===== src/rtl/tmr_pkg.sv =====
// Shared definitions for the loadable down-timer: state encoding and default width.
package tmr_pkg;

    localparam int unsigned DEFAULT_WIDTH = 5;

    typedef enum logic [1:0] {
        ST_IDLE = 2'd0,
        ST_RUN  = 2'd1
    } tmr_state_e;

endpackage


===== src/rtl/prog_down_timer_if.sv =====
// Load handshake and status bundle between a timer client (master) and the timer (slave).
interface prog_down_timer_if
    import tmr_pkg::*;
#(
    parameter int unsigned WIDTH = DEFAULT_WIDTH
);

    logic             load_valid;
    logic [WIDTH-1:0] load_val;
    logic             auto_reload;
    logic             pause;
    logic             stop;
    logic             load_ready;
    logic [WIDTH-1:0] q;
    logic             busy;
    logic             tc;

    modport master (
        output load_valid, load_val, auto_reload, pause, stop,
        input  load_ready, q, busy, tc
    );

    modport slave (
        input  load_valid, load_val, auto_reload, pause, stop,
        output load_ready, q, busy, tc
    );

endinterface


===== src/rtl/prog_down_timer.sv =====
// Loadable down-counter: decrements once per enabled clock, pulses tc on expiry,
// optionally reloading its period for a periodic tick.
module prog_down_timer
    import tmr_pkg::*;
#(
    parameter int unsigned WIDTH = DEFAULT_WIDTH
) (
    input  logic               clk,
    input  logic               rst,
    prog_down_timer_if.slave   tmr
);

    tmr_state_e       state_q, state_d;
    logic [WIDTH-1:0] q_q, q_d;
    logic [WIDTH-1:0] reload_q, reload_d;
    logic             reload_en_q, reload_en_d;
    logic             tc_q, tc_d;
    logic             busy_q;
    logic             load_ready;

    assign load_ready = (state_q == ST_IDLE) && !rst;

    always_comb begin
        state_d     = state_q;
        q_d         = q_q;
        reload_d    = reload_q;
        reload_en_d = reload_en_q;
        tc_d        = 1'b0;
        unique case (state_q)
            ST_IDLE: begin
                if (tmr.load_valid && load_ready) begin
                    if (tmr.load_val != '0) begin
                        q_d         = tmr.load_val;
                        reload_d    = tmr.load_val;
                        reload_en_d = tmr.auto_reload;
                        state_d     = ST_RUN;
                    end else begin
                        // A zero load expires immediately without ever entering RUN.
                        tc_d = 1'b1;
                    end
                end
            end
            ST_RUN: begin
                if (tmr.stop) begin
                    q_d         = '0;
                    reload_en_d = 1'b0;
                    state_d     = ST_IDLE;
                end else if (!tmr.pause) begin
                    if (q_q != WIDTH'(1)) begin
                        q_d = q_q - WIDTH'(1);
                    end else begin
                        tc_d = 1'b1;
                        if (reload_en_q) begin
                            q_d = reload_q;
                        end else begin
                            q_d     = '0;
                            state_d = ST_IDLE;
                        end
                    end
                end
            end
            default: begin
                state_d = ST_IDLE;
            end
        endcase
    end

    always_ff @(posedge clk) begin
        if (rst) begin
            state_q     <= ST_IDLE;
            q_q         <= '0;
            reload_q    <= '0;
            reload_en_q <= 1'b0;
            tc_q        <= 1'b0;
            busy_q      <= 1'b0;
        end else begin
            state_q     <= state_d;
            q_q         <= q_d;
            reload_q    <= reload_d;
            reload_en_q <= reload_en_d;
            tc_q        <= tc_d;
            busy_q      <= (state_d == ST_RUN);
        end
    end

    assign tmr.load_ready = load_ready;
    assign tmr.q          = q_q;
    assign tmr.busy       = busy_q;
    assign tmr.tc         = tc_q;

endmodule

===== src/flat_wrapper.sv =====
// flat-port wrapper written by rule: the top's interface ports become plain ports
module prog_down_timer_flat import tmr_pkg::*;
#(
    parameter int unsigned WIDTH = DEFAULT_WIDTH
)
  (clk, rst, tmr_load_valid, tmr_load_val, tmr_auto_reload, tmr_pause, tmr_stop, tmr_load_ready, tmr_q, tmr_busy, tmr_tc);
  prog_down_timer_if #(.WIDTH(WIDTH)) tmr_i ();
  input  logic clk;
  input  logic rst;
  input wire logic [$bits(tmr_i.load_valid)-1:0] tmr_load_valid;
  input wire logic [$bits(tmr_i.load_val)-1:0] tmr_load_val;
  input wire logic [$bits(tmr_i.auto_reload)-1:0] tmr_auto_reload;
  input wire logic [$bits(tmr_i.pause)-1:0] tmr_pause;
  input wire logic [$bits(tmr_i.stop)-1:0] tmr_stop;
  output wire logic [$bits(tmr_i.load_ready)-1:0] tmr_load_ready;
  output wire logic [$bits(tmr_i.q)-1:0] tmr_q;
  output wire logic [$bits(tmr_i.busy)-1:0] tmr_busy;
  output wire logic [$bits(tmr_i.tc)-1:0] tmr_tc;
  assign tmr_i.load_valid = tmr_load_valid;
  assign tmr_i.load_val = tmr_load_val;
  assign tmr_i.auto_reload = tmr_auto_reload;
  assign tmr_i.pause = tmr_pause;
  assign tmr_i.stop = tmr_stop;
  assign tmr_load_ready = tmr_i.load_ready;
  assign tmr_q = tmr_i.q;
  assign tmr_busy = tmr_i.busy;
  assign tmr_tc = tmr_i.tc;
  prog_down_timer #(.WIDTH(WIDTH)) u_core (.clk(clk), .rst(rst), .tmr(tmr_i));
endmodule

===== config.mk =====
export PLATFORM = sky130hd
export DESIGN_NAME = prog_down_timer_flat
export DESIGN_NICKNAME = d
export VERILOG_FILES = /design/src/rtl/tmr_pkg.sv /design/src/rtl/prog_down_timer_if.sv /design/src/rtl/prog_down_timer.sv /design/src/flat_wrapper.sv
export SDC_FILE = /design/constraint.sdc
export NUM_CORES = 1
export LEC_CHECK = 0
export BUFFER_PORTS_ARGS = -buffer_cell sky130_fd_sc_hd__buf_2
export CORE_MARGIN = 8
export CORE_UTILIZATION = 56
export DETAILED_ROUTE_END_ITERATION = 12
export GPL_ROUTABILITY_DRIVEN = 0
export PLACE_DENSITY = 0.92
export SLEW_MARGIN = 15
export SYNTH_ARGS = -nofsm -noshare
export SYNTH_HDL_FRONTEND = slang
export SYNTH_SLANG_ARGS = --single-unit

===== constraint.sdc =====
create_clock -name clk -period 3.69 [get_ports clk]
set_input_delay 0.5535 -clock clk [delete_from_list [all_inputs] [get_ports clk]]
set_output_delay 0.5535 -clock clk [all_outputs]
set_load 0.01 [all_outputs]

==> flow_summary.yaml, run 1 <==
clock_network:
  cts.clk_slew.worst_paths_ns: 0.09
  clock_path_buffers: 2
  cts.hold.buffers_added: 0
  post_cts.repair.setup_buffers: 0
  htreeDepth: 1
  clock-sinks: 15
  cts_resized: 0
  root_buffer: "clkbuf_4"
  cts_tree: "yes"
  clock_latency_ns: 0.29
  cts_inserted_buffers: 3
synth:
  synth.area.mux_share_pct: 0
  seq_area_frac_synth_pct: 34.38
  ys.flop_type: "dfxtp_1"
  synth-simple-area-share_pct: 29.23
  syn_avg_cell_area_um2: 8.733
  synth_top_family_by_area: "simple AND/OR/NAND/NOR gates"
  syn_inst: 100
  async_reset_ff_share_pct: 0
  synth_top_area_share_pct: 34.38
  yosys-top-cells-area: "dfxtp_1 (34%), a311oi_2 (8.6%), a21oi_1 (6.9%)"
  yosysWarnings: 0
  synth.net_count: 113
  synth_compound_area_share_pct: 28.51
  synth-seq-cells: 15
  synth-edff-count: 0
  synth_adder_area_share_pct: 2.865
  yosys.area_share.xor_xnor_pct: 1.003
  syn-cell-area_um2: 873.3
  synthDistinctLibCells: 35
  synthTopCellsByCount: "dfxtp_1 (15), nand2_1 (15), a21oi_1 (12), nor2_1 (7)"
  yosysTopAreaCell: "dfxtp_1"
placement:
  place_hpwl_um: 1717
  io_buffers: 18
  pre_cts_ws_ns: 1.705
timing:
  fin_tns_setup_ns: 0
  finalSetupViolCount: 0
  rsz0062_at_grt: "false"
  drv_slew: 0
  finalWorstPathRequiredPeriod_ns: 1.797
  worst_pin_slew_ns: 0.5900
  slew_headroom_pct: 60.67
  finalHoldViolCount: 0
  period_share_pct: 48.69
  skew_ns: 0.003290
  setup_slack_ns: 1.893
  fmax_ghz: 0.5566
critical_path:
  cpPeakStageDelay_ns: 0.44
  path_cells: "ha_1 > nor4b_4 > nand2b_1 > or3_1 > a211oi_2"
  arrival_ns: 2.02
  ff2ff_setup_slack_ns: 1.89
  worstSetupEndpointType: "flop"
  startpoint_type: "flop"
  critical-path-top-delay-family: "simple AND/OR/NAND/NOR gates"
  critPathBufInv: 0
  crit_fanout: 8
  cp.required_ns: 3.91
  critical_path_class: "reg2reg"
  cpMaxStageDelayCell: "dfxtp_1"
finish:
  seq_area_um2: 300.3
  postLayoutCoreUtil_pct: 66.30
  multi_input_area_um2: 541.8
  antenna_cells: 0
  drive_gt1_share_pct: 29.66
  fin_nets: 132
  n_fill_cell: 125
  syn2layout_area_growth_pct: 13.04
pwr:
  p_per_area_nw_per_um2: 328.0
  ir_drop_mv: 0.2072
  p_leak_nw: 0.3839
floorplanning:
  dieArea_um2: 3079
  io_pins: 19
  die_width_um: 55.49
  rows: 14
  design.core.area_um2: 1489
  start_util_pct: 58.66
  die_h_um: 55.49
global_routing:
  grt_overflow: 0
  grt_pass1_vias: 868
  grt_usage_pct: 14.48
  antenna_found_initial: 0
  grt_start_max_net_pins: 17
  grt_pass1_wl_um: 3843
worst_hold_path:
  hp-class: "reg2reg"
job:
  cap_viol_max_count: 0
drt:
  dr_total_vias: 860
  drt_iter0_drc: 45
  routed_wl_um: 2198
  wl_per_cell_um: 16.40
  first_pass_iters: 4
  route.detailed.drc: 0
  postRouteAntennaNets: 0
  drt-vias-per-instance: 6.418
status:
  status: "finished, final reports clean"
[layout by cell type, fill, tap and decap left out, types with 2 or more instances in the layout]
cell type | synthesis | final
nor4b_4 | 2 | 2
a311oi_2 | 5 | 5
a211oi_1 | 2 | 2
ha_1 | 2 | 2
clkbuf_4 | 0 | 3
o21ai_0 | 4 | 4
and3_1 | 3 | 3
a21oi_1 | 12 | 12
nand2b_1 | 5 | 5
nand3_1 | 3 | 3
inv_1 | 2 | 2
dfxtp_1 | 15 | 15
nand2_1 | 15 | 15
buf_2 | 1 | 18
nor2_1 | 7 | 7
[cell type report]
| type | instances | share of cell area (%) |
|---|---|---|
| Sequential cell | 15 | 30.42 |
| Clock inverter | 1 | 0.5070 |
| Tap cell | 16 | 2.028 |
| Clock buffer | 3 | 2.281 |
| Timing Repair Buffer | 18 | 9.125 |
| Inverter | 2 | 0.7605 |
| Multi-Input combinational cell | 79 | 54.88 |
[layer usage]
layer / part of all wire, % / track usage [%] / routed length, um
met5: 0 / 0 / 0
met4: 1.9 / 6.690 / 41
met3: 8.9 / 4.338 / 196
met2: 49 / 23.24 / 1082
met1: 40 / 17.13 / 877
[state kept, by name, indices dropped and copies added, names as in the netlist]
| signal | flops |
|---|---|
| u_core.tmr.q | 5 |
| u_core.tmr.busy | 1 |
| u_core.state_q | 2 |
| u_core.reload_en_q | 1 |
| u_core.tmr.tc | 1 |
| u_core.reload_q | 5 |
[worst reg2reg max path: stages, from the launching register on]
cell and delay, ns:
dfxtp_1 0.44, ha_1 0.26, nor4b_4 0.40, nand2b_1 0.12
or3_1 0.34, a211oi_2 0.18
[kinds of logic after synthesis]
| kind of cell | Yosys count |
|---|---|
| simple gates | 43 |
| compound gates | 32 |
| flops | 15 |
| buf+inv | 6 |
| fa+ha+maj | 2 |
| xor+xnor | 1 |
| other cells | 1 |
[metrics by stage]
step	hold WS, ns	instance area, um^2	power (mW)	std cells
6_report	0.4803	987.2	0.3238	134
5_1_grt	0.5068	987.2	0.3380	134
4_1_cts	0.4772	987.2	0.3245	134
3_5_place_dp	0.4649	959.7	0.2304	130
3_3_place_gp	0.4533	959.7	0.2271	130
2_1_floorplan	0.4319	873.3	0.2124	100
[final timing paths]
check	start	endpoint	cells after the start
min reg2reg	u_core.reload_q[4]$_SDFFE_PP0P_	u_core.reload_q[4]$_SDFFE_PP0P_	2
min	u_core.reload_q[4]$_SDFFE_PP0P_	u_core.reload_q[4]$_SDFFE_PP0P_	2
max reg2reg	u_core.tmr.q[0]$_SDFFE_PP0P_	u_core.tmr.tc$_SDFF_PP0_	5
max	u_core.tmr.q[0]$_SDFFE_PP0P_	u_core.tmr.tc$_SDFF_PP0_	5
[power breakdown]
group / switching (mW) / internal [mW]
Combinational: 0.0310 / 0.0220
Sequential: 0.00758 / 0.167
Clock: 0.0556 / 0.0404
Total: 0.0942 / 0.230
(Power assumes the default switching activity.)
==> run 2: changes to the inputs <==
Settings changed: ABC_AREA set to 1, CORE_UTILIZATION 56 to 47, PLACE_DENSITY 0.92 to 0.83.
Clock period 3.69 ns to 1.5 ns, I/O delays scaled along.
==> flow_summary.yaml, run 2 <==
finish:
  fin_nets: 183
  final_common_cell: "nand2_1"
  fin_cells: 196
  drive_gt1_share_pct: 21.89
  final_cell_mix: "nand2_1 (51), nor2_1 (21), buf_2 (18)"
  postLayoutCoreUtil_pct: 56.51
  antenna_cells: 0
  syn2layout_area_growth_pct: 16.35
synth:
  synth.area.mux_share_pct: 0
  yosysWarnings: 0
  synth-simple-area-share_pct: 48.39
  synth_most_common_cell: "nand2_1"
  syn-cell-area_um2: 933.4
  synth-edff-count: 0
  synthTopCellsByCount: "nand2_1 (51), nor2_1 (21), dfxtp_1 (15), inv_1 (13), nand3_1 (12)"
  async_reset_ff_share_pct: 0
  syn_avg_cell_area_um2: 6.350
  synthDistinctLibCells: 23
  yosys.area_share.xor_xnor_pct: 0
  syn_inst: 147
  synth_top_area_share_pct: 32.17
  seq_area_frac_synth_pct: 32.17
  yosysTopAreaCell: "dfxtp_1"
  ys.flop_type: "dfxtp_1"
  synth_top_family_by_area: "simple AND/OR/NAND/NOR gates"
  yosys-top-cells-area: "dfxtp_1 (32%), nand2_1 (21%), nor2_1 (8.4%)"
  synth_compound_area_share_pct: 8.445
  synth_adder_area_share_pct: 2.681
  synth-seq-cells: 15
  synth.net_count: 160
clock_network:
  htreeDepth: 1
  clock_path_buffers: 2
  cts_resized: 0
  cts.hold.buffers_added: 0
  root_buffer: "clkbuf_4"
  clock_latency_ns: 0.29
  cts_inserted_buffers: 3
  cts.clk_slew.worst_paths_ns: 0.09
  cts_tree: "yes"
  clock-sinks: 15
  post_cts.repair.setup_buffers: 0
drt:
  postRouteAntennaNets: 0
  drt_iter0_drc: 26
  dr_total_vias: 965
  drt-vias-per-instance: 4.923
  wl_per_cell_um: 11.27
  first_pass_iters: 4
  routed_wl_um: 2209
  route.detailed.drc: 0
timing:
  fin_tns_setup_ns: 0
  finalWorstPathRequiredPeriod_ns: 1.392
  skew_ns: 0.006977
  period_share_pct: 92.81
  drv_slew: 0
  whs_ns: 0.2123
  fmax_ghz: 0.7183
  finalSetupViolCount: 0
  finalHoldViolCount: 0
placement:
  io_buffers: 18
  place_hpwl_um: 1792
  dp.cells: 192
floorplanning:
  die_width_um: 60.57
  die_h_um: 60.57
  io_pins: 19
  rows: 16
  start_util_pct: 48.57
  dieArea_um2: 3668
  design.core.area_um2: 1922
critical_path:
  arrival_ns: 1.57
  cpMaxStageDelayCell: "dfxtp_1"
  critical_path_class: "reg2reg"
  r2r_start: "u_core.tmr.q[0]$_SDFFE_PP0P_"
  startpoint_type: "flop"
  cp.required_ns: 1.67
  crit_fanout: 6
  worstSetupEndpointType: "flop"
  cpPeakStageDelay_ns: 0.39
  ff2ff_setup_slack_ns: 0.11
  worstReg2RegEnd: "u_core.state_q[0]$_SDFF_PP0_"
  path_cells: "ha_1 > inv_1 > nor2_4 > nand2_2 > o31ai_2 > a21oi_1"
  reg2regPathDepth: 6
global_routing:
  grt_pass1_vias: 902
  grt_usage_pct: 13.16
  antenna_found_initial: 0
  grt_overflow: 0
  grt_pass1_wl_um: 3684
  grt_start_max_net_pins: 13
pwr:
  p_sw_share_pct: 32.36
  p_total_uw: 882.7
  p_sw_uw: 285.6
  pwr-share-comb_pct: 23.8
  p_per_area_nw_per_um2: 812.8
  ir_drop_mv: 0.5029
  p_clk_share_pct: 26.1
  p_leak_nw: 0.5455
  p_int_uw: 597.1
  pwr-share-seq_pct: 50.2
status:
  status: "finished, final reports clean"
job:
  cap_viol_max_count: 0
worst_hold_path:
  hp-class: "in2reg"
  worstHoldStart: "tmr_load_val[3]"
  worstHoldPathCells: 3
  hold_end: "u_core.reload_q[3]$_SDFFE_PP0P_"
-- run 2: changes by cell type after synthesis, moves of 4 or more --
| cell | previous run | this run |
|---|---|---|
| nor2_1 | 7 | 21 |
| o21ai_0 | 4 | 0 |
| nand2b_1 | 5 | 0 |
| a311oi_2 | 5 | 0 |
| inv_1 | 2 | 13 |
| nand3_1 | 3 | 12 |
| nand2_1 | 15 | 51 |
-- run 2: layer usage --
metal	track usage (%)	routed length [um]	vias up
met3	3.178	112	4
met1	15.98	1047	424
met2	20.97	1022	25
met4	6.645	27	0
met5	0	0	-
li1	-	-	512
-- run 2: cells by family after synthesis --
kind of cell,count (synthesis)
AOI/OAI and AO/OA,13
DFF,15
and+or+nand+nor,99
adders and majority gates,2
other,1
buffers and inverters,17
-- run 2: through the flow --
stage / cell area, um^2 / setup slack [ns]
3_3_place_gp: 1054 / 0.1774
6_report: 1086 / 0.1078
4_1_cts: 1081 / 0.08043
2_1_floorplan: 933.4 / 0.1442
5_1_grt: 1086 / -0.002587
3_5_place_dp: 1054 / 0.09060
-- run 2: area by class of cell --
class	instances	area, um^2
Sequential cell	15	300.3
Timing Repair Buffer	19	97.59
Tap cell	27	33.78
Clock buffer	3	22.52
Multi-Input combinational cell	115	564.3
Fill cell	213	835.8
Inverter	16	62.56
Clock inverter	1	5.005
-- run 2: worst max path at each step --
stage,slack (ns),cells past startpoint,from,end
global placement,0.18,6,u_core.tmr.q[0]$_SDFFE_PP0P_,u_core.tmr.busy$_SDFF_PP0_
finish,0.11,6,u_core.tmr.q[0]$_SDFFE_PP0P_,u_core.state_q[0]$_SDFF_PP0_
detailed placement,0.09,6,u_core.tmr.q[0]$_SDFFE_PP0P_,u_core.state_q[0]$_SDFF_PP0_
floorplan,0.14,7,u_core.tmr.q[1]$_SDFFE_PP0P_,u_core.state_q[0]$_SDFF_PP0_
CTS,0.08,6,u_core.tmr.q[0]$_SDFFE_PP0P_,u_core.state_q[0]$_SDFF_PP0_
global route,-0.003,6,u_core.tmr.q[0]$_SDFFE_PP0P_,u_core.tmr.busy$_SDFF_PP0_
-- run 2: critical path, delay by kind of cell (launching register included) --
kind | cells | cell delay (ns)
compound gates | 2 | 0.34
fa+ha+maj | 1 | 0.21
flops | 1 | 0.39
buf+inv | 1 | 0.08
simple gates | 2 | 0.25
-- run 2: power groups by stage --
stage	registers (mW)	logic (mW)	clock network, mW
3_5_place_dp	0.451	0.208	0
2_1_floorplan	0.453	0.142	0
5_1_grt	0.447	0.238	0.257
4_1_cts	0.442	0.209	0.240
6_report	0.443	0.210	0.230
3_3_place_gp	0.450	0.202	0
==> run 3: changes to the inputs <==
Settings changed: RECOVER_POWER set to 25, REMOVE_ABC_BUFFERS set to 1.
==> flow_summary.yaml, run 3 (synthesis results as in run 2) <==
critical_path:
  cp.required_ns: 1.67
  startpoint_type: "flop"
  reg2regPathDepth: 7
  critical_path_class: "reg2reg"
  worstSetupEndpointType: "flop"
  arrival_ns: 1.53
  crit_fanout: 6
timing:
  fin_tns_setup_ns: 0
  finalWorstPathRequiredPeriod_ns: 1.361
  period_share_pct: 90.75
  finalHoldViolCount: 0
  fmax_ghz: 0.7346
  skew_ns: 0.004777
  whs_ns: 0.2154
  finalSetupViolCount: 0
  rsz0062_at_grt: "false"
  drv_slew: 0
drt:
  first_pass_iters: 4
  drt_iter0_drc: 32
  wl_per_cell_um: 11.35
  drt-vias-per-instance: 4.852
  routed_wl_um: 2225
  dr_total_vias: 951
  postRouteAntennaNets: 0
  route.detailed.drc: 0
global_routing:
  grt_use_met3_pct: 2.754
  use_met2_pct: 24.13
  grt_start_max_net_pins: 10
  grt_pass1_wl_um: 3864
  antenna_found_initial: 0
  met1_usage_pct: 15.48
  grt_usage_pct: 13.58
  grt_pass1_vias: 954
  top_usage_layer: "met2"
  grt_overflow: 0
floorplanning:
  dieArea_um2: 3668
  start_util_pct: 48.57
  io_pins: 19
  die_h_um: 60.57
  rows: 16
  design.core.area_um2: 1922
  die_width_um: 60.57
clock_network:
  cts_tree: "yes"
  clock_path_buffers: 2
  cts.clk_slew.worst_paths_ns: 0.09
  htreeDepth: 1
  post_cts.repair.setup_buffers: 0
  clock-sinks: 15
  cts_inserted_buffers: 3
  cts.hold.buffers_added: 0
  clock_latency_ns: 0.28
  root_buffer: "clkbuf_4"
placement:
  dpl_cell_area_um2: 1054
  place_hpwl_um: 1802
  dp.cells: 192
  io_buffers: 18
pwr:
  p_per_area_nw_per_um2: 824.3
  p_total_uw: 891.1
  ir_drop_mv: 0.5558
  p_leak_nw: 0.5215
worst_hold_path:
  hp-class: "in2reg"
  worstHoldPathCells: 3
finish:
  final_cell_area_um2: 1081
  final_common_cell: "nand2_1"
  fin_nets: 183
  drive_gt1_share_pct: 19.53
  final_cell_mix: "nand2_1 (51), nor2_1 (21), dfxtp_1 (15)"
  antenna_cells: 0
  syn2layout_area_growth_pct: 15.82
  fin_cells: 196
job:
  cap_viol_max_count: 0
status:
  status: "finished, final reports clean"
run 3: changes by cell type in the layout (fill, tap and decap cells not counted), sizes merged:
cell	change
buf	-5
clkbuf	+6
clkinv	-1
run 3: timing repair:
action / CTS / global route
resized for setup: 0 / 3
endpoints found under the setup margin: 0 / 8
endpoints found under the hold margin: 0 / 0
run 3: final timing paths:
| path | startpoint | endpoint | slack, ns |
|---|---|---|---|
| worst min register to register | u_core.reload_q[3]$_SDFFE_PP0P_ | u_core.reload_q[3]$_SDFFE_PP0P_ | 0.47 |
| worst max-delay path | u_core.tmr.q[1]$_SDFFE_PP0P_ | u_core.tmr.busy$_SDFF_PP0_ | 0.14 |
| worst max register to register | u_core.tmr.q[1]$_SDFFE_PP0P_ | u_core.tmr.busy$_SDFF_PP0_ | 0.14 |
| worst min-delay path | tmr_load_val[3] | u_core.reload_q[3]$_SDFFE_PP0P_ | 0.22 |
run 3: routing by layer:
| metal | part of all wire, % | wire, um | up-vias |
|---|---|---|---|
| met3 | 5.9 | 131 | 4 |
| met4 | 0.94 | 21 | 0 |
| met2 | 47 | 1046 | 25 |
| li1 | - | - | 509 |
| met1 | 46 | 1027 | 413 |
| met5 | 0 | 0 | - |
run 3: area by class of cell:
class | count | area [um^2]
flip-flops and latches | 15 | 300.3
clock buffers | 4 | 26.28
repair buffers | 19 | 91.34
inverters | 16 | 62.56
multi-input cells | 115 | 566.8
fillers | 207 | 840.8
well taps | 27 | 33.78
run 3: worst max-delay path, cell delays in order (launching register included):
cell and delay [ns]:
dfxtp_1 0.33, inv_2 0.09, ha_2 0.19, inv_1 0.07
nor2_4 0.14, nand2_2 0.11, o31ai_2 0.22, a21oi_1 0.10
run 3: report_power, final:
group / internal (mW) / switching [mW] / total, mW
combinational: 0.0765 / 0.133 / 0.209
clock: 0.103 / 0.134 / 0.238
sequential: 0.419 / 0.0246 / 0.444
total: 0.599 / 0.292 / 0.891
run 3: stage by stage:
stage / util, % / setup WS [ns]
detailed placement: 54.82 / 0.02543
global placement: 54.82 / 0.1274
floorplan: - / 0.1442
global route: 56.25 / 0.03953
finish: 56.25 / 0.1387
CTS: 56.18 / 0.01883
